File: src/rtl/riscv_pkg.sv
// Shared RiscV pipeline definitions: bus width defaults, memory-arbiter FSM states and grant encoding.
package riscv_pkg;

    localparam int unsigned ADDR_W_DEF  = 8;
    localparam int unsigned DATA_W_DEF  = 32;
    localparam int unsigned MEM_LAT_DEF = 1;
    localparam int unsigned FAIR_N_DEF  = 4;
    localparam int unsigned LAT_W       = 3;

    typedef enum logic [1:0] {
        IDLE   = 2'd0,
        ACCESS = 2'd1,
        RESP   = 2'd2
    } arb_state_e;

    typedef enum logic [1:0] {
        GNT_NONE = 2'd0,
        GNT_IF   = 2'd1,
        GNT_D    = 2'd2
    } grant_e;

endpackage

File: src/rtl/arb_fair_pick.sv
// Combinational grant pick: data first, fetch forced once data has won FAIR_N times in a row.
module arb_fair_pick
    import riscv_pkg::*;
#(
    parameter int unsigned FAIR_N = FAIR_N_DEF,
    parameter int unsigned CNT_W  = 3
) (
    input  logic             if_req,
    input  logic             d_req,
    input  logic [CNT_W-1:0] fair_cnt,
    output grant_e           grant_c
);

    always_comb begin
        grant_c = GNT_NONE;
        if (if_req && (fair_cnt == CNT_W'(FAIR_N))) begin
            grant_c = GNT_IF;
        end else if (d_req) begin
            grant_c = GNT_D;
        end else if (if_req) begin
            grant_c = GNT_IF;
        end
    end

endmodule

File: src/rtl/mem_port_arbiter.sv
// Shares one single-ported synchronous memory between the IF (fetch) and MEM (load/store) stages.
module mem_port_arbiter
    import riscv_pkg::*;
#(
    parameter int unsigned ADDR_W  = ADDR_W_DEF,
    parameter int unsigned DATA_W  = DATA_W_DEF,
    parameter int unsigned MEM_LAT = MEM_LAT_DEF,
    parameter int unsigned FAIR_N  = FAIR_N_DEF
) (
    input  logic              clk,
    input  logic              res_n,
    input  logic              if_req,
    input  logic [ADDR_W-1:0] if_addr,
    output logic              if_ack,
    output logic [DATA_W-1:0] if_rdata,
    input  logic              d_req,
    input  logic              d_we,
    input  logic [ADDR_W-1:0] d_addr,
    input  logic [DATA_W-1:0] d_wdata,
    output logic              d_ack,
    output logic [DATA_W-1:0] d_rdata,
    output logic              mem_en,
    output logic              mem_we,
    output logic [ADDR_W-1:0] mem_addr,
    output logic [DATA_W-1:0] mem_wdata,
    input  logic [DATA_W-1:0] mem_rdata,
    output logic              stall_if,
    output logic              stall_d
);

    localparam int unsigned CNT_W = $clog2(FAIR_N + 1);

    if ((MEM_LAT < 1) || (MEM_LAT > 7)) begin : g_lat_range
        $error("mem_port_arbiter: MEM_LAT must be within 1..7");
    end

    arb_state_e        state_q, state_d;
    grant_e            grant_q, grant_d, pick_c;
    logic [LAT_W-1:0]  lat_q, lat_d;
    logic [CNT_W-1:0]  fair_q, fair_d;
    logic              acc_we_q, acc_we_d;
    logic              mem_en_d, mem_we_d, if_ack_d, d_ack_d;
    logic [ADDR_W-1:0] mem_addr_d;
    logic [DATA_W-1:0] mem_wdata_d, if_rdata_d, d_rdata_d;

    arb_fair_pick #(
        .FAIR_N (FAIR_N),
        .CNT_W  (CNT_W)
    ) u_pick (
        .if_req   (if_req),
        .d_req    (d_req),
        .fair_cnt (fair_q),
        .grant_c  (pick_c)
    );

    assign stall_if = if_req & ~if_ack;
    assign stall_d  = d_req & ~d_ack;

    // Next-state and next-register values; the issue cycle does not count toward latency.
    always_comb begin
        state_d     = state_q;
        grant_d     = grant_q;
        lat_d       = lat_q;
        acc_we_d    = acc_we_q;
        fair_d      = fair_q;
        mem_en_d    = 1'b0;
        mem_we_d    = 1'b0;
        mem_addr_d  = mem_addr;
        mem_wdata_d = mem_wdata;
        if_ack_d    = 1'b0;
        d_ack_d     = 1'b0;
        if_rdata_d  = if_rdata;
        d_rdata_d   = d_rdata;

        if (!if_req) begin
            fair_d = '0;
        end else if ((state_q == IDLE) && (pick_c == GNT_IF)) begin
            fair_d = '0;
        end else if ((state_q == IDLE) && (pick_c == GNT_D) && (fair_q < CNT_W'(FAIR_N))) begin
            fair_d = fair_q + CNT_W'(1);
        end

        case (state_q)
            IDLE: begin
                grant_d = pick_c;
                if (pick_c == GNT_IF) begin
                    state_d    = ACCESS;
                    lat_d      = LAT_W'(MEM_LAT);
                    acc_we_d   = 1'b0;
                    mem_en_d   = 1'b1;
                    mem_addr_d = if_addr;
                end else if (pick_c == GNT_D) begin
                    state_d     = ACCESS;
                    lat_d       = LAT_W'(MEM_LAT);
                    acc_we_d    = d_we;
                    mem_en_d    = 1'b1;
                    mem_we_d    = d_we;
                    mem_addr_d  = d_addr;
                    mem_wdata_d = d_wdata;
                end
            end
            ACCESS: begin
                if (!mem_en) begin
                    if (lat_q == LAT_W'(1)) begin
                        state_d = RESP;
                        if (grant_q == GNT_IF) begin
                            if_rdata_d = mem_rdata;
                            if_ack_d   = 1'b1;
                        end else begin
                            if (!acc_we_q) begin
                                d_rdata_d = mem_rdata;
                            end
                            d_ack_d = 1'b1;
                        end
                    end else begin
                        lat_d = lat_q - LAT_W'(1);
                    end
                end
            end
            RESP: begin
                state_d = IDLE;
                grant_d = GNT_NONE;
            end
            default: begin
                state_d = IDLE;
                grant_d = GNT_NONE;
            end
        endcase
    end

    always_ff @(posedge clk or negedge res_n) begin
        if (!res_n) begin
            state_q   <= IDLE;
            grant_q   <= GNT_NONE;
            lat_q     <= '0;
            fair_q    <= '0;
            acc_we_q  <= 1'b0;
            mem_en    <= 1'b0;
            mem_we    <= 1'b0;
            mem_addr  <= '0;
            mem_wdata <= '0;
            if_ack    <= 1'b0;
            d_ack     <= 1'b0;
            if_rdata  <= '0;
            d_rdata   <= '0;
        end else begin
            state_q   <= state_d;
            grant_q   <= grant_d;
            lat_q     <= lat_d;
            fair_q    <= fair_d;
            acc_we_q  <= acc_we_d;
            mem_en    <= mem_en_d;
            mem_we    <= mem_we_d;
            mem_addr  <= mem_addr_d;
            mem_wdata <= mem_wdata_d;
            if_ack    <= if_ack_d;
            d_ack     <= d_ack_d;
            if_rdata  <= if_rdata_d;
            d_rdata   <= d_rdata_d;
        end
    end

endmodule
File: config.mk
export PLATFORM = sky130hd
export DESIGN_NAME = mem_port_arbiter
export DESIGN_NICKNAME = d
export VERILOG_FILES = /design/src/rtl/riscv_pkg.sv /design/src/rtl/arb_fair_pick.sv /design/src/rtl/mem_port_arbiter.sv
export SDC_FILE = /design/constraint.sdc
export NUM_CORES = 1
export LEC_CHECK = 0
export ABC_AREA = 1
export BUFFER_PORTS_ARGS = -buffer_cell sky130_fd_sc_hd__buf_2
export CORE_MARGIN = 10
export CORE_UTILIZATION = 47
export DETAILED_ROUTE_END_ITERATION = 8
export MAX_ROUTING_LAYER = met4
export PLACE_DENSITY = 0.75
export SLEW_MARGIN = 5
export SYNTH_ARGS = -nofsm -noshare
export SYNTH_HDL_FRONTEND = slang
export SYNTH_SLANG_ARGS = --single-unit
File: constraint.sdc
create_clock -name clk -period 3.7 [get_ports clk]
set_input_delay 0.185 -clock clk [delete_from_list [all_inputs] [get_ports clk]]
set_output_delay 0.185 -clock clk [all_outputs]
set_load 0.05 [all_outputs]
* Word-level counts from Yosys, hierarchy flattened
Cells that the tools add are included.
Storage, ports and cells: register bits after elaboration 119, output and inout port bits 110
Cells by class: add/sub/neg operators 2, reductions and logical operators 13, mux-type cells 35, bitwise gates (word level) 8, equal/unequal tests 11, $lt $le $gt $ge 1
Operators with widths (number):
- $mux 3 | 7
- $mux 1 | 17
- $mux 8 | 2
- $mux 2 | 6
- $pmux 2 s2 | 2
- $reduce_and 4->1 | 2
- $eq 2x1->1 const B | 3
- $ne 2x2->1 const B | 3
- $ne 3x1->1 const B | 2
- $not 1->1 | 6
- $pmux 3 s2 | 1
- $reduce_and 3->1 | 2
- $reduce_and 5->1 | 1
- $logic_and 1x1->1 | 4
- $reduce_bool 2->1 | 2
- $add 3x1->3 const B | 1
- $eq 3x1->1 const B | 1
- $eq 3x3->1 const B | 1
- $lt 3x3->1 const B | 1
- $sub 3x1->3 const B | 1
- $and 1x1->1 | 2
- $eq 2x2->1 const B | 1
- $logic_not 2->1 | 1
- $reduce_and 2->1 | 1

* Logic depth before layout (Yosys ltp)
Gate-level depths: netlist (run 1).
word-level depth 9, depth in mapped cells 14, gate-level depth less buffers 13

* Cells and area by module
A second synthesis (run 1) with hierarchy kept.
Unflattened totals: cell total of the unflattened synthesis 571, area, all modules 5183.7 um2
By module, submodules not included:
- mem_port_arbiter | area an instance 5149.9 um2, cells each 563, instances 1
- arb_fair_pick | area an instance 33.8 um2, cells each 8, instances 1

* Worst setup path before layout (run 1)
OpenSTA, ideal clock, no wires.
path kind register to register, from register fair_q[0], to register mem_wdata[0], library setup time 0.130 ns, data arrival time 1.766 ns, required time 3.570 ns, slack 1.804 ns, period minus slack after synthesis 1.896 ns, path buffers 3, stages on the path, launching flop included 15, cell sequence dfrtp_1 -> inv_1 -> ha_1 -> nand2_1 -> nand2_1 -> nand2_1 -> inv_1 -> ha_1 -> buf_2 -> inv_1 -> nand3_1 -> buf_2 -> buf_2 -> nand2_1 -> o21ai_1
On the way: longest elaborated chain between the ends 6, elaborated cells between the ends (all ways) 7, those cells by class eq/ne: 3; mux: 1; bitwise: 1; reduce/logical: 2
RTL lines:
- start: declaration | RTL line mem_port_arbiter.sv:40 | logic [CNT_W-1:0] fair_q, fair_d;
- start signal: assignment | RTL line mem_port_arbiter.sv:150 | fair_q <= fair_d;
- $eq 3x3->1 * | RTL line arb_fair_pick.sv:16 | if (if_req && (fair_cnt == CNT_W'(FAIR_N))) begin
- $logic_and 1x1->1 * | RTL line arb_fair_pick.sv:16
- $mux 2 * | RTL line arb_fair_pick.sv:16
- $eq 2x1->1 | RTL line mem_port_arbiter.sv:86 | if (pick_c == GNT_IF) begin
- $not 1->1 (no source line)
- $reduce_and 3->1 (no source line) *
- end signal: assignment | RTL line mem_port_arbiter.sv:155 | mem_wdata <= mem_wdata_d;
- end: declaration | RTL line mem_port_arbiter.sv:25 | output logic [DATA_W-1:0] mem_wdata,
Mark *: on every way between the ends. The rest lies on a longest branch, timed or not. A chain may end at the register's enable or synchronous reset.

* Worst setup path in the final report (run 1)
from register fair_q[0], to register mem_wdata[9]
Same word-level chain as after synthesis.

==> summary.txt, run 1 <==
Worst path bufs/invs -> 4
CP arrival -> 3030 ps
Maximum clock insertion buffer count -> 2
RSZ-0062 raised after global routing -> false
Clk pin slew, worst setup/hold paths -> 60 ps
Largest net degree at the start of global routing -> 66
Die width -> 122 um
Synth top area share -> 61.0%
CP Launch Type -> register
Crit Path Max Fanout -> 65
Remaining antenna violation count -> 0
Power density over the cells -> 1110 nW/um^2
Final Cell Area -> 7350 um^2
# H-tree levels -> 4
Drt initial violations -> 425
Global route overflow -> 0
Seq/Total Area, Yosys -> 61.0%
Final HPWL DP -> 9980 um
CTS root buf -> clkbuf_8
DRT Pass-1 Iters -> 5
Clock Skew -> 8.27 ps
Area growth syn-to-layout -> 50.6%
Avg WL per Cell -> 15.9 um
CTS Buf Count -> 17
Antenna violations before repair -> 1
Final Power -> 8120 uW
Sink Count -> 119
Slew @ Worst Pin -> 790 ps
Post-layout min period -> 2610 ps
Die H -> 122 um
Slowest CP cell -> buf_4
Most frequent CP cell -> nand2_1
Share of cells above drive strength 1 -> 28.6%
Via density -> 4.89
DP Area -> 5940 um^2
Seq cells post-synth -> 119
DRC viols -> 0
DIE AREA -> 14900 um^2
CTS tree -> yes
Multi-input gate area -> 1580 um^2
Mapped cell area -> 4880 um^2
Initial core utilization -> 47.7%
Routed WL -> 15600 um
Outcome -> completed
Distinct cells, synth -> 22
Cell accounting for the most synthesized area -> dfrtp_1
Max transition margin -> 47.4%
GPL Wtd Cong -> 0.808
Fillers -> 733
Vias -> 4794
Rows -> 37
Final hold violation count -> 0
Skew-Pair Late Insertion Delay -> 510 ps
Synth Area per Inst -> 8.79 um^2
Synth top area cells -> dfrtp_1 61%, nand2_1 18%, nand3_1 4.2%, inv_1 3.7%, o21ai_1 3.4%
Most frequent cells in the layout -> 236 x nand2_1, 193 x buf_2, 119 x dfrtp_1
Post-CTS Setup Inserts -> 0
Yosys warns -> 0
Post-cts resize count -> 0
Most common cell after layout, fill and taps aside -> nand2_1
Reg area -> 2980 um^2
Core Box Area -> 10200 um^2
Leakage -> 0.00404 uW
Max IR drop VDD -> 609 uV
Crit. End Element -> register
I/O Buffers -> 194
Final period util -> 70.7%
Cells after Synth -> 555
Setup Crit Path Kind -> register to register
NumNets Final -> 923
Syn nets -> 647
I/O pin cnt -> 195
Setup_tns -> 0 ps
Worst EP required -> 4120 ps
Min-Delay Path Class -> input port to register
Vias in the first global route -> 5052
Max_cap viols -> 0
F_max -> 382 MHz
Max incr delay on CP -> 500 ps
CP top delay family -> buffers and inverters
First-pass GRT wire length -> 25000 um
Tot GR Track Use -> 21.7%
Crit path cell chain -> inv_1, ha_1, nand2_1, nand2_1, nand2_1, inv_1, ha_1, inv_1, nand3_2, buf_4, nand2_1, o21ai_1
Final slew viol count -> 0
Finish-stage setup viols -> 0
-- tightest hold or removal path, cell delays in order --
cell	delay, ps
buf_2	120
o21ai_1	140
a21oi_1	60
-- cell usage after synthesis --
cell type	n
nand3_1	41
dfrtp_1	119
o21ai_0	2
o22ai_1	1
ha_1	7
buf_4	3
inv_1	48
nor3_1	1
nor2_4	2
nor3_4	1
clkbuf_1	3
a31oi_1	8
inv_2	4
nor2_2	1
a21oi_1	2
buf_2	19
nand2_1	236
o21ai_1	33
nand2_2	1
nand3_2	1
nor2_1	19
nand4_1	3
-- registers in the layout, summed over array words and instances (netlist names), 2 cells and up --
name / flops
mem_addr: 8
mem_wdata: 32
d_rdata: 32
lat_q: 3
fair_q: 3
if_rdata: 32
state_q: 2
grant_q: 2
-- layout make-up --
class,count,area share [%]
diodes,1,0.0341
well taps,136,2.32
multi-input cells,359,21.6
clock inverters,11,1.70
repair buffers,282,25.1
inverters,52,2.66
flip-flops and latches,119,40.5
clock buffers,21,6.11
-- kinds of logic (layout without fill, tap and decap cells) --
kind of cell,Yosys count,after routing,synth area share [%]
AND/OR/NAND/NOR,306,306,25.6
AO/OA/AOI/OAI,46,46,4.95
other,0,1,0
flip-flops,119,119,61.0
buffers and inverters,77,366,6.64
adder cells (fa/ha/maj),7,7,1.80
-- routing by layer --
layer	vias to the layer above	wire, um	global-route usage, %
li1	2276	-	-
met1	2278	5810	23.4
met2	194	8360	36.9
met3	46	946	4.67
met4	0	509	11.4
met5	-	0	-
-- power by group --
group / switching (uW) / leakage, uW / internal (uW) / total [uW]
sequential: 370 / 0.00144 / 1930 / 2300
combinational: 3280 / 0.00233 / 978 / 4260
clock: 575 / 0.000278 / 993 / 1570
-- per-stage QoR --
stage | hold WS [ps] | util (%) | worst slack, ps | cells
5_1_grt | 51.8 | 71.8 | 808 | 981
6_report | 48.4 | 71.8 | 1090 | 981
3_5_place_dp | 321 | 58.0 | 1170 | 865
4_1_cts | 23.4 | 71.8 | 1140 | 980
2_1_floorplan | -111 | - | 1800 | 555
3_3_place_gp | 316 | 58.0 | 1300 | 865
-- repair_timing --
| item | 4_1_cts | 5_1_grt |
|---|---|---|
| endpoints found under the hold margin | 168 | 0 |
| hold buffers | 83 | 0 |
| endpoints found under the setup margin | 0 | 0 |
-- final timing paths --
| check | start | endpoint | slack, ps | cells past startpoint |
|---|---|---|---|---|
| setup / recovery | fair_q[0]$_DFFE_PN0P_ | mem_wdata[9]$_DFFE_PN0P_ | 1090 | 12 |
| hold / removal | if_req | fair_q[2]$_DFFE_PN0P_ | 50 | 3 |
| setup reg to reg | fair_q[0]$_DFFE_PN0P_ | mem_wdata[9]$_DFFE_PN0P_ | 1090 | 12 |
| hold reg to reg | d_rdata[11]$_DFFE_PN0P_ | d_rdata[11]$_DFFE_PN0P_ | 470 | 2 |
| max in group asynchronous | res_n | d_rdata[30]$_DFFE_PN0P_ | 2450 | 3 |
| min in group asynchronous | res_n | if_rdata[4]$_DFFE_PN0P_ | 330 | 2 |
No activity file was read; power rests on OpenSTA's default activity.
==> run 2, diff against run 1 <==
--- a/config.mk
+++ b/config.mk
@@ -5,13 +5,13 @@
 export SDC_FILE = /design/constraint.sdc
 export NUM_CORES = 1
 export LEC_CHECK = 0
-export ABC_AREA = 1
+export ABC_AREA = 0
 export BUFFER_PORTS_ARGS = -buffer_cell sky130_fd_sc_hd__buf_2
 export CORE_MARGIN = 10
-export CORE_UTILIZATION = 47
+export CORE_UTILIZATION = 43
 export DETAILED_ROUTE_END_ITERATION = 8
 export MAX_ROUTING_LAYER = met4
-export PLACE_DENSITY = 0.75
+export PLACE_DENSITY = 0.72
 export SLEW_MARGIN = 5
 export SYNTH_ARGS = -nofsm -noshare
 export SYNTH_HDL_FRONTEND = slang
==> constraint.sdc (replaced) <==
create_clock -name clk -period 2.1 [get_ports clk]
set_input_delay 0.105 -clock clk [delete_from_list [all_inputs] [get_ports clk]]
set_output_delay 0.105 -clock clk [all_outputs]
set_load 0.05 [all_outputs]
==> summary.txt, run 2 <==
Outcome -> complete, but fails checks (was completed)
Failing checks -> setup timing
Avg WL per Cell -> 20.6 um (was 15.9 um)
Max IR drop VDD -> 1180 uV (was 609 uV)
Tot GR Track Use -> 19.8% (was 21.7%)
GRT met1 Usage -> 19.3% (was 23.4%)
Cell accounting for the most synthesized area -> dfrtp_1 (unchanged)
Via density -> 4.99 (was 4.89)
Seq/Total Area, Yosys -> 62.3% (was 61.0%)
Post-synthesis async set-or-reset flop share -> 100% (unchanged)
Most common cell in the netlist -> dfrtp_1 (was nand2_1)
Vias in the first global route -> 4435 (was 5052)
Crit Path Max Fanout -> 5 (was 65)
Setup Crit Path Kind -> register to register (unchanged)
Global route overflow -> 0 (unchanged)
CP top delay family -> buffers and inverters (unchanged)
Cells after Synth -> 316 (was 555)
GPL Wtd Cong -> 0.762 (was 0.808)
Reg2reg path depth -> 11 (was 12)
DRT Pass-1 Iters -> 4 (was 5)
Most common cell after layout, fill and taps aside -> buf_2 (was nand2_1)
CTS Buf Count -> 17 (unchanged)
Number of flops mapped to enable cells by yosys -> 0 (unchanged)
Die width -> 125 um (was 122 um)
Worst path depth -> 11 (was 12)
CTS root buf -> clkbuf_8 (unchanged)
Yosys warns -> 0 (unchanged)
Drt initial violations -> 175 (was 425)
Rows -> 38 (was 37)
Clk pin slew, worst setup/hold paths -> 60 ps (about the same)
Crit path cell chain -> inv_1, ha_4, nand2_4, nand2_2, nand2_2, inv_2, ha_4, nor4b_4, buf_6, clkbuf_16, mux2_2 (was inv_1, ha_1, nand2_1, nand2_1, nand2_1, inv_1, ha_1, inv_1, nand3_2, buf_4, nand2_1, o21ai_1)
Routed WL -> 16000 um (was 15600 um)
Initial core utilization -> 44.1% (was 47.7%)
Skew-Pair Late Insertion Delay -> 520 ps (was 510 ps)
Mapped cell area -> 4780 um^2 (was 4880 um^2)
Final hold violation count -> 0 (unchanged)
DRC viols -> 0 (unchanged)
Share of cells above drive strength 1 -> 56.6% (was 28.6%)
Distinct cells, synth -> 30 (was 22)
Antenna violations before repair -> 2 (was 1)
I/O pin cnt -> 195 (unchanged)
Hold slack -> 69.1 ps (was 48.4 ps)
Slew @ Worst Pin -> 513 ps (was 790 ps)
CP arrival -> 2540 ps (was 3030 ps)
Largest regs -> d_rdata x32, if_rdata x32, mem_wdata x32 (unchanged)
Area growth syn-to-layout -> 61.6% (was 50.6%)
Final Power -> 15100 uW (was 8120 uW)
Final Cell Area -> 7730 um^2 (was 7350 um^2)
I/O Buffers -> 194 (unchanged)
Synth top area share -> 62.3% (was 61.0%)
Remaining antenna violation count -> 0 (unchanged)
Slowest CP cell -> dfrtp_1 (was buf_4)
Met2 Usage GRT -> 34.4% (was 36.9%)
Final HPWL DP -> 9380 um (was 9980 um)
Met3 global-route usage -> 5.41% (was 4.67%)
DIE AREA -> 15700 um^2 (was 14900 um^2)
Seq cells post-synth -> 119 (unchanged)
Max incr delay on CP -> 340 ps (was 500 ps)
F_max -> 467 MHz (was 382 MHz)
Post-layout min period -> 2140 ps (was 2610 ps)
Sink Count -> 119 (unchanged)
Core Box Area -> 10800 um^2 (was 10200 um^2)
Worst EP required -> 2500 ps (was 4120 ps)
Setup_tns -> -526 ps (was 0 ps)
Main synth FF type -> dfrtp_1 (unchanged)
# H-tree levels -> 4 (unchanged)
Syn nets -> 408 (was 647)
Final cell count without fillers -> 774 (was 981)
Setup ws final -> -41.3 ps (was 1090 ps)
CTS tree -> yes (unchanged)
Fillers -> 736 (was 733)
Commonest cells post-synth -> 119 x dfrtp_1, 88 x mux2_2, 14 x nor2_1 (was 236 x nand2_1, 119 x dfrtp_1, 48 x inv_1)
Leakage -> 0.00377 uW (was 0.00404 uW)
DP Area -> 5980 um^2 (was 5940 um^2)
RSZ-0062 raised after global routing -> true (was false)
First-pass GRT wire length -> 23900 um (was 25000 um)
Global route hottest layer -> met2 (unchanged)
Cells after DPL -> 650 (was 865)
Vias -> 3863 (was 4794)
Synth Area per Inst -> 15.1 um^2 (was 8.79 um^2)
Hold path depth -> 4 (was 3)
Max_cap viols -> 0 (unchanged)
NumNets Final -> 711 (was 923)
Power density over the cells -> 1950 nW/um^2 (was 1110 nW/um^2)
Min-Delay Path Class -> input port to register (unchanged)
Worst path bufs/invs -> 4 (unchanged)
Max transition margin -> 65.8% (was 47.4%)
Final period util -> 102% (was 70.7%)
Most frequent cells in the layout -> 193 x buf_2, 119 x dfrtp_1, 83 x dlygate4sd3_1 (was 236 x nand2_1, 193 x buf_2, 119 x dfrtp_1)
Crit. End Element -> register (unchanged)
CP Launch Type -> register (unchanged)
Synth top area cells -> dfrtp_1 62%, mux2_2 21%, mux2i_1 2.3%, mux2_4 1.9%, ha_1 1.8% (was dfrtp_1 61%, nand2_1 18%, nand3_1 4.2%, inv_1 3.7%, o21ai_1 3.4%)
Die H -> 125 um (was 122 um)
Final slew viol count -> 0 (unchanged)
Finish-stage setup viols -> 28 (was 0)
Largest net degree at the start of global routing -> 46 (was 66)
Clock Skew -> 7.79 ps (was 8.27 ps)
Maximum clock insertion buffer count -> 2 (unchanged)
[run 2: changes by cell type in the layout (fill, tap and decap cells not counted), moves of 33 or more]
cell / previous run / this run
o21ai_1: 33 / 0
nand2_1: 236 / 2
inv_1: 48 / 8
mux2_2: 0 / 62
nand3_1: 40 / 1
mux2_4: 0 / 34
[run 2: path summary, 6_finish.rpt]
kind                                         from                   endpoint  slack, ps
setup / recovery            fair_q[1]$_DFFE_PN0P_  mem_wdata[29]$_DFFE_PN0P_        -40
hold reg to reg            d_rdata[3]$_DFFE_PN0P_     d_rdata[3]$_DFFE_PN0P_        500
setup reg to reg            fair_q[1]$_DFFE_PN0P_  mem_wdata[29]$_DFFE_PN0P_        -40
min in group asynchronous                   res_n  mem_wdata[13]$_DFFE_PN0P_        100
hold / removal                              d_req     grant_q[1]$_DFFE_PN0N_         70
max in group asynchronous                   res_n    mem_addr[2]$_DFFE_PN0P_       1380
[run 2: report_power, final]
group | leakage (uW) | switching (uW) | total, uW | internal, uW
Combinational | 0.00205 | 5460 | 7960 | 2500
Clock | 0.000312 | 986 | 3030 | 2040
Sequential | 0.00141 | 690 | 4120 | 3430
Total | 0.00377 | 7140 | 15100 | 7970
[run 2: cells by family after synthesis]
| logic type | share of synthesized area (%) |
|---|---|
| AO/OA/AOI/OAI | 2.49 |
| adder cells (fa/ha/maj) | 1.83 |
| buffers and inverters | 2.90 |
| flip-flops | 62.3 |
| multiplexers | 25.4 |
| AND/OR/NAND/NOR | 5.13 |
[run 2: area by class of cell]
type / count / area [um^2] / area share [%]
multi-input cells: 174 / 1830 / 23.7
inverters: 10 / 37.5 / 0.486
clock inverters: 9 / 145 / 1.88
clock buffers: 23 / 477 / 6.17
well taps: 140 / 175 / 2.27
diodes: 2 / 5.00 / 0.0647
repair buffers: 297 / 2080 / 27.0
flip-flops and latches: 119 / 2980 / 38.5
[run 2: per-stage QoR]
stage / setup WS [ps] / util, %
after CTS: -11.7 / 69.4
after floorplan: 2.10 / -
final: -41.3 / 71.3
after global placement: -34.7 / 55.1
after detailed placement: -173 / 55.1
after global routing: -90.1 / 71.3
[run 2: timing repair]
item | 4_1_cts | 5_1_grt
resized for setup | 10 | 37
pin swaps | 1 | 4
buffers inserted | 1 | 2
hold endpoints to repair | 228 | 0
gates cloned | 2 | 2
setup endpoints to repair | 37 | 36
hold buffers | 83 | 0
[run 2: routing by layer]
| layer | vias to the layer above | share of wire (%) |
|---|---|---|
| met5 | - | 0 |
| met3 | 61 | 4.9 |
| met4 | 0 | 5.3 |
| li1 | 1720 | - |
| met1 | 1930 | 36 |
| met2 | 152 | 54 |
[run 2: worst register-to-register path, delay by kind of cell (launching register included)]
kind                     cells  cell delay (ps)
multiplexers                 1              340
adder cells (fa/ha/maj)      2              340
flip-flops                   1              340
AND/OR/NAND/NOR              4              500
buffers and inverters        4              510
